<file path="config.mk">
export PLATFORM = sky130hd
export DESIGN_NAME = mips_datapath_alu_muldiv_seq
export DESIGN_NICKNAME = d
export VERILOG_FILES = /design/src/rtl/mips_datapath_alu_muldiv_seq_pkg.sv /design/src/rtl/mips_datapath_alu_div_step.sv /design/src/rtl/mips_datapath_alu_muldiv_seq.sv
export SDC_FILE = /design/constraint.sdc
export NUM_CORES = 1
export LEC_CHECK = 0
export ABC_CLOCK_PERIOD_IN_PS = 4080
export CORE_MARGIN = 2
export CORE_UTILIZATION = 54
export CTS_BUF_LIST = sky130_fd_sc_hd__clkbuf_16
export DETAILED_ROUTE_END_ITERATION = 6
export MAX_ROUTING_LAYER = met4
export PLACE_DENSITY = 0.82
export SLEW_MARGIN = 5
export SYNTH_ARGS = -nofsm -noshare
export SYNTH_HDL_FRONTEND = slang
export SYNTH_SLANG_ARGS = --single-unit
export TNS_END_PERCENT = 1
</file>
<file path="constraint.sdc">
create_clock -name clock -period 4.08 [get_ports clock]
set_input_delay 1.02 -clock clock [delete_from_list [all_inputs] [get_ports clock]]
set_output_delay 1.02 -clock clock [all_outputs]
set_load 0.02 [all_outputs]
</file>
<file path="src/rtl/mips_datapath_alu_muldiv_seq_pkg.sv">
// Shared definitions for the HI/LO owner and divide sequencer.
// Holds the sequencer state encoding, the default operand width, the
// derived iteration-counter width and the most-negative operand value.
package mips_datapath_alu_muldiv_seq_pkg;

  localparam int unsigned DIV_DATA_W = 32;
  localparam int unsigned DIV_CNT_W  = $clog2(DIV_DATA_W);
  localparam logic [DIV_DATA_W-1:0] DIV_MOST_NEG = {1'b1, {(DIV_DATA_W-1){1'b0}}};

  typedef enum logic [1:0] {
    ST_IDLE = 2'd0,
    ST_DIV  = 2'd1,
    ST_FIX  = 2'd2
  } div_state_t;

  // Iteration counter width for a given operand width.
  function automatic int unsigned div_cnt_w(input int unsigned w);
    return $clog2(w);
  endfunction

endpackage

</file>
<file path="src/rtl/mips_datapath_alu_div_step.sv">
// One combinational radix-2 restoring divide iteration.
// Ports:
//   rem_in, quo_in   current partial remainder / quotient shift register
//   divisor          divisor magnitude
//   rem_out, quo_out state after shifting {rem,quo} left and trial-subtracting
module mips_datapath_alu_div_step #(
  parameter int unsigned DATA_W = 32
) (
  input  logic [DATA_W-1:0] rem_in,
  input  logic [DATA_W-1:0] quo_in,
  input  logic [DATA_W-1:0] divisor,
  output logic [DATA_W-1:0] rem_out,
  output logic [DATA_W-1:0] quo_out
);

  // The partial remainder stays below the divisor between steps, so only the
  // shifted value needs the extra bit; the trial's MSB is its sign.
  logic [DATA_W:0] shifted;
  logic [DATA_W:0] trial;

  always_comb begin
    shifted = {rem_in, quo_in[DATA_W-1]};
    trial   = shifted - {1'b0, divisor};
    if (!trial[DATA_W]) begin
      rem_out = trial[DATA_W-1:0];
      quo_out = {quo_in[DATA_W-2:0], 1'b1};
    end else begin
      rem_out = shifted[DATA_W-1:0];
      quo_out = {quo_in[DATA_W-2:0], 1'b0};
    end
  end

endmodule

</file>
<file path="src/rtl/mips_datapath_alu_muldiv_seq.sv">
// HI/LO register owner and multi-cycle divide sequencer, beside the EX ALU.
// Ports:
//   clock, reset           rising-edge clock, synchronous active-high reset
//   start, op_signed       begin div (op_signed=1) / divu on data1 / data2
//   wr_lo, wr_hi           load LO/HI from res_lo_in/res_hi_in (idle only)
//   read_req               EX instruction reads HI or LO
//   reg_lo, reg_hi         architectural LO/HI
//   busy, done, stall      divide in progress / result written / hold EX
module mips_datapath_alu_muldiv_seq
  import mips_datapath_alu_muldiv_seq_pkg::*;
#(
  parameter int unsigned DATA_W = DIV_DATA_W
) (
  input  logic              clock,
  input  logic              reset,
  input  logic              start,
  input  logic              op_signed,
  input  logic [DATA_W-1:0] data1,
  input  logic [DATA_W-1:0] data2,
  input  logic              wr_lo,
  input  logic              wr_hi,
  input  logic [DATA_W-1:0] res_lo_in,
  input  logic [DATA_W-1:0] res_hi_in,
  input  logic              read_req,
  output logic [DATA_W-1:0] reg_lo,
  output logic [DATA_W-1:0] reg_hi,
  output logic              busy,
  output logic              done,
  output logic              stall
);

  localparam int unsigned CNT_W = div_cnt_w(DATA_W);

  div_state_t        state, state_nxt;
  logic [DATA_W-1:0] rem, quo, divisor;
  logic [DATA_W-1:0] step_rem, step_quo;
  logic [DATA_W-1:0] mag1, mag2;
  logic [CNT_W-1:0]  count;
  logic              qneg, rneg;
  logic              s1, s2;
  logic [DATA_W-1:0] lo, hi;

  assign s1   = op_signed & data1[DATA_W-1];
  assign s2   = op_signed & data2[DATA_W-1];
  assign mag1 = s1 ? (~data1 + DATA_W'(1)) : data1;
  assign mag2 = s2 ? (~data2 + DATA_W'(1)) : data2;

  mips_datapath_alu_div_step #(.DATA_W(DATA_W)) u_step (
    .rem_in  (rem),
    .quo_in  (quo),
    .divisor (divisor),
    .rem_out (step_rem),
    .quo_out (step_quo)
  );

  always_comb begin
    state_nxt = state;
    case (state)
      ST_IDLE: if (start) state_nxt = ST_DIV;
      ST_DIV:  if (count == CNT_W'(DATA_W-1)) state_nxt = ST_FIX;
      ST_FIX:  state_nxt = ST_IDLE;
      default: state_nxt = ST_IDLE;
    endcase
  end

  always_ff @(posedge clock) begin
    if (reset) begin
      state   <= ST_IDLE;
      rem     <= '0;
      quo     <= '0;
      divisor <= '0;
      count   <= '0;
      qneg    <= 1'b0;
      rneg    <= 1'b0;
      lo      <= '0;
      hi      <= '0;
    end else begin
      state <= state_nxt;
      case (state)
        ST_IDLE: begin
          // start wins over simultaneous HI/LO writes
          if (start) begin
            quo     <= mag1;
            divisor <= mag2;
            rem     <= '0;
            count   <= '0;
            qneg    <= s1 ^ s2;
            rneg    <= s1;
          end else begin
            if (wr_lo) lo <= res_lo_in;
            if (wr_hi) hi <= res_hi_in;
          end
        end
        ST_DIV: begin
          rem   <= step_rem;
          quo   <= step_quo;
          count <= count + CNT_W'(1);
        end
        ST_FIX: begin
          lo <= qneg ? (~quo + DATA_W'(1)) : quo;
          hi <= rneg ? (~rem + DATA_W'(1)) : rem;
        end
        default: ;
      endcase
    end
  end

  assign reg_lo = lo;
  assign reg_hi = hi;
  assign busy   = (state != ST_IDLE);
  assign done   = (state == ST_FIX);
  assign stall  = busy & (start | read_req | wr_lo | wr_hi);

endmodule
</file>
==> impl_metrics.json <==
{
  "status": "complete, no violations",
  "p_seq_share_pct": 40.1,
  "die_y_um": 147.4,
  "placed_cell_area_mm2": 0.01333,
  "grt_overflow": 0,
  "cts_made_buffers": 17,
  "cts.sinks": 169,
  "start_kind": "flip-flop",
  "port-buffer-count": 201,
  "power.density_mw_per_mm2": 330.4,
  "synth_warnings": 0,
  "maxCapViolations": 0,
  "p_leak_nw": 5.240,
  "hp-class": "flip-flop to flip-flop",
  "criticalPathCategory": "flip-flop to flip-flop",
  "fin_nets": 1742,
  "fmax_mhz": 278.9,
  "final_area_mm2": 0.01392,
  "ys_seq_area_share_pct": 30.47,
  "die_w_um": 147.4,
  "diodes": 0,
  "internal-power_mw": 3.128,
  "synthToLayoutAreaGrowth_pct": 25.37,
  "cts_max_level": 4,
  "postSynth.asyncResetShare_pct": 0,
  "clockPowerShare_pct": 35.1,
  "finalPower_mw": 4.600,
  "avgRoutedWirePerCell_um": 16.54,
  "totalWireLength_um": 30620,
  "cts_root_buffer": "clkbuf_16",
  "combPwrFrac_pct": 24.8,
  "clk_path_buf_depth": 2,
  "grt_pass1_vias": 9851,
  "post-route-period-util_pct": 87.87,
  "finalSetupTns_ns": 0,
  "timing.rr.start": "quo[3]$_SDFFE_PP0P_",
  "grt_max_degree": 108,
  "hold_depth": 2,
  "path_clk_slew_ns": 0.07,
  "antenna_left": 0,
  "holdPathEnd": "divisor[31]$_SDFFE_PP0P_",
  "first_iter_violations": 855,
  "cts.repair.resized": 0,
  "drv_slew": 0,
  "synth_most_common_cell": "dfxtp_1",
  "gp_congestion": 0.9561,
  "cts_tree": "done",
  "synth_edf_count": 0,
  "synth_common_cells": "dfxtp_1 (169), nand2_1 (160), nor2_1 (139)",
  "reg2reg_slack_ns": 0.50,
  "drc": 0,
  "p_switching_mw": 1.472,
  "die_area_mm2": 0.02173,
  "fin_skew_ns": 0.01025,
  "worst_slew_pin_slew_ns": 1.222,
  "ys_types": 58,
  "post-cts-setup-buffers": 0,
  "core_area_mm2": 0.02023,
  "antenna_found_initial": 0,
  "slowest_delay_ns": 0.57,
  "initial_core_util_pct": 54.88,
  "cp-end-kind": "flip-flop",
  "r2r_cells": 9,
  "p_sw_share_pct": 32.01,
  "cp_cell_sequence": "or4_1, or3_1, or4_1, or4_4, or3_1, o41ai_2, xnor2_1, nor2_1, a211oi_1",
  "synth_top_area_share_pct": 30.47,
  "drtPass1Iterations": 7,
  "critPathSlowestCell": "or4_1",
  "ir_drop_v": 0.0002574,
  "syn-num-nets": 1588,
  "vias": 10812,
  "fin_crit_ns": 3.585,
  "syn_inst": 1414,
  "min_from": "divisor[31]$_SDFFE_PP0P_",
  "synth_area_mm2": 0.01110,
  "arrival_ns": 3.93,
  "hpwlAfterDp_um": 23120,
  "setup_viol": 0,
  "hold_buffers": 0,
  "synth_area_leaders": "dfxtp_1 (30%), xnor2_1 (6.7%), mux2i_1 (5.8%)",
  "row_count": 52,
  "post-synth-top-area-cell": "dfxtp_1",
  "rr_endpoint": "reg_lo[31]$_SDFFE_PP0P_",
  "via_per_inst": 5.841,
  "drive_gt1_share_pct": 4.870,
  "max-slew-margin-rel_pct": 18.46,
  "required_ns": 4.43,
  "ioPinCount": 202,
  "path_max_fanout": 7,
  "grt_pass1_wl_um": 50030,
  "clock_latency_ns": 0.44,
  "rsz0062_at_grt": "false",
  "synth-seq-cells": 169,
  "ys.flop_type": "dfxtp_1",
  "syn_area_per_cell_um2": 7.853,
  "hold_viol": 0,
  "track_usage_pct": 28.78
}
cell families (layout without fill, tap and decap cells):
family          after synthesis  count (layout)  share of synthesized area [%]
xor+xnor                    140             140                          11.04
compound gates              391             391                          23.67
mux                          64              64                          5.769
flops                       169             169                          30.47
buf+inv                     144             311                          4.868
simple gates                467             467                          19.72
fa+ha+maj                    39              39                          4.462
registers in the layout, indices dropped and copies added, names as in the netlist:
signal and count:
divisor 32, quo 32, reg_lo 32, count 5
qneg 1, state 2, rem 32, reg_hi 32
rneg 1
metal layers:
metal / up-vias / wire length (um) / global-route usage, %
li1: 5415 / - / -
met1: 4996 / 15320 / 42.82
met2: 372 / 12880 / 41.54
met3: 29 / 2072 / 4.444
met4: 0 / 344 / 5.529
met5: - / 0 / -
worst max-delay path by stage:
stage,startpoint,endpoint,cells past startpoint
final,quo[3]$_SDFFE_PP0P_,reg_lo[31]$_SDFFE_PP0P_,9
after global routing,quo[31]$_SDFFE_PP0P_,rem[9]$_SDFFE_PP0P_,13
after CTS,quo[3]$_SDFFE_PP0P_,reg_lo[31]$_SDFFE_PP0P_,9
after detailed placement,data2[16],divisor[29]$_SDFFE_PP0P_,10
after global placement,data2[16],divisor[29]$_SDFFE_PP0P_,10
after floorplan,quo[3]$_SDFFE_PP0P_,reg_lo[30]$_SDFFE_PP0P_,9
through the flow:
| stage | hold WS (ns) | worst slack [ns] | instances | util [%] |
|---|---|---|---|---|
| 5_1_grt | 0.4779 | 0.2844 | 1851 | 68.80 |
| 6_report | 0.4580 | 0.4951 | 1851 | 68.80 |
| 4_1_cts | 0.4574 | 0.5119 | 1851 | 68.80 |
| 3_3_place_gp | 0.4454 | 0.5277 | 1819 | 65.90 |
| 2_1_floorplan | 0.4363 | 0.8314 | 1414 | - |
| 3_5_place_dp | 0.4478 | 0.4040 | 1819 | 65.90 |
area by class of cell:
class | count | area, um2
clock inverter | 15 | 162.7
sequential | 169 | 3383
tap | 270 | 337.8
timing repair buffer | 227 | 2205
fill | 1668 | 6312
multi-input combinational | 1101 | 7213
clock buffer | 17 | 425.4
inverter | 52 | 195.2
power groups by stage:
stage                     clock [mW]  sequential (mW)  combinational, mW
after floorplan                    0             1.88              0.699
after global placement             0             1.87               1.11
after detailed placement           0             1.88               1.12
after CTS                       1.63             1.84               1.13
after global routing            1.70             1.86               1.25
final                           1.62             1.85               1.14
worst max-delay path: cells and delay by family, from the launching register on:
family | cells | cell delay [ns]
flops | 1 | 0.37
compound gates | 2 | 0.53
simple gates | 6 | 2.38
xor+xnor | 1 | 0.21
cell usage in the layout, fill, tap and decap left out, drive strengths merged, types with 4 or more instances in the layout:
master | Yosys | routed
ha | 38 | 38
nor4 | 14 | 14
nand3 | 16 | 16
o21a | 5 | 5
o22ai | 10 | 10
nand2 | 160 | 160
a211oi | 83 | 83
nor3 | 15 | 15
mux2i | 64 | 64
o31ai | 25 | 25
xor2 | 55 | 55
nor2b | 7 | 7
xnor2 | 85 | 85
and2 | 13 | 13
or3 | 17 | 17
or4 | 13 | 13
nand2b | 22 | 22
a21oi | 94 | 94
a21o | 14 | 14
nor2 | 139 | 139
a22oi | 30 | 30
clkinv | 0 | 4
and3 | 9 | 9
clkdlybuf4s50 | 0 | 200
buf | 18 | 27
inv | 52 | 59
dfxtp | 169 | 169
o41ai | 12 | 12
o211ai | 32 | 32
o21ai | 53 | 53
nand4 | 34 | 34
clkbuf | 74 | 17
a31oi | 5 | 5
a311oi | 5 | 5
No activity file was read; power rests on OpenSTA's default activity.
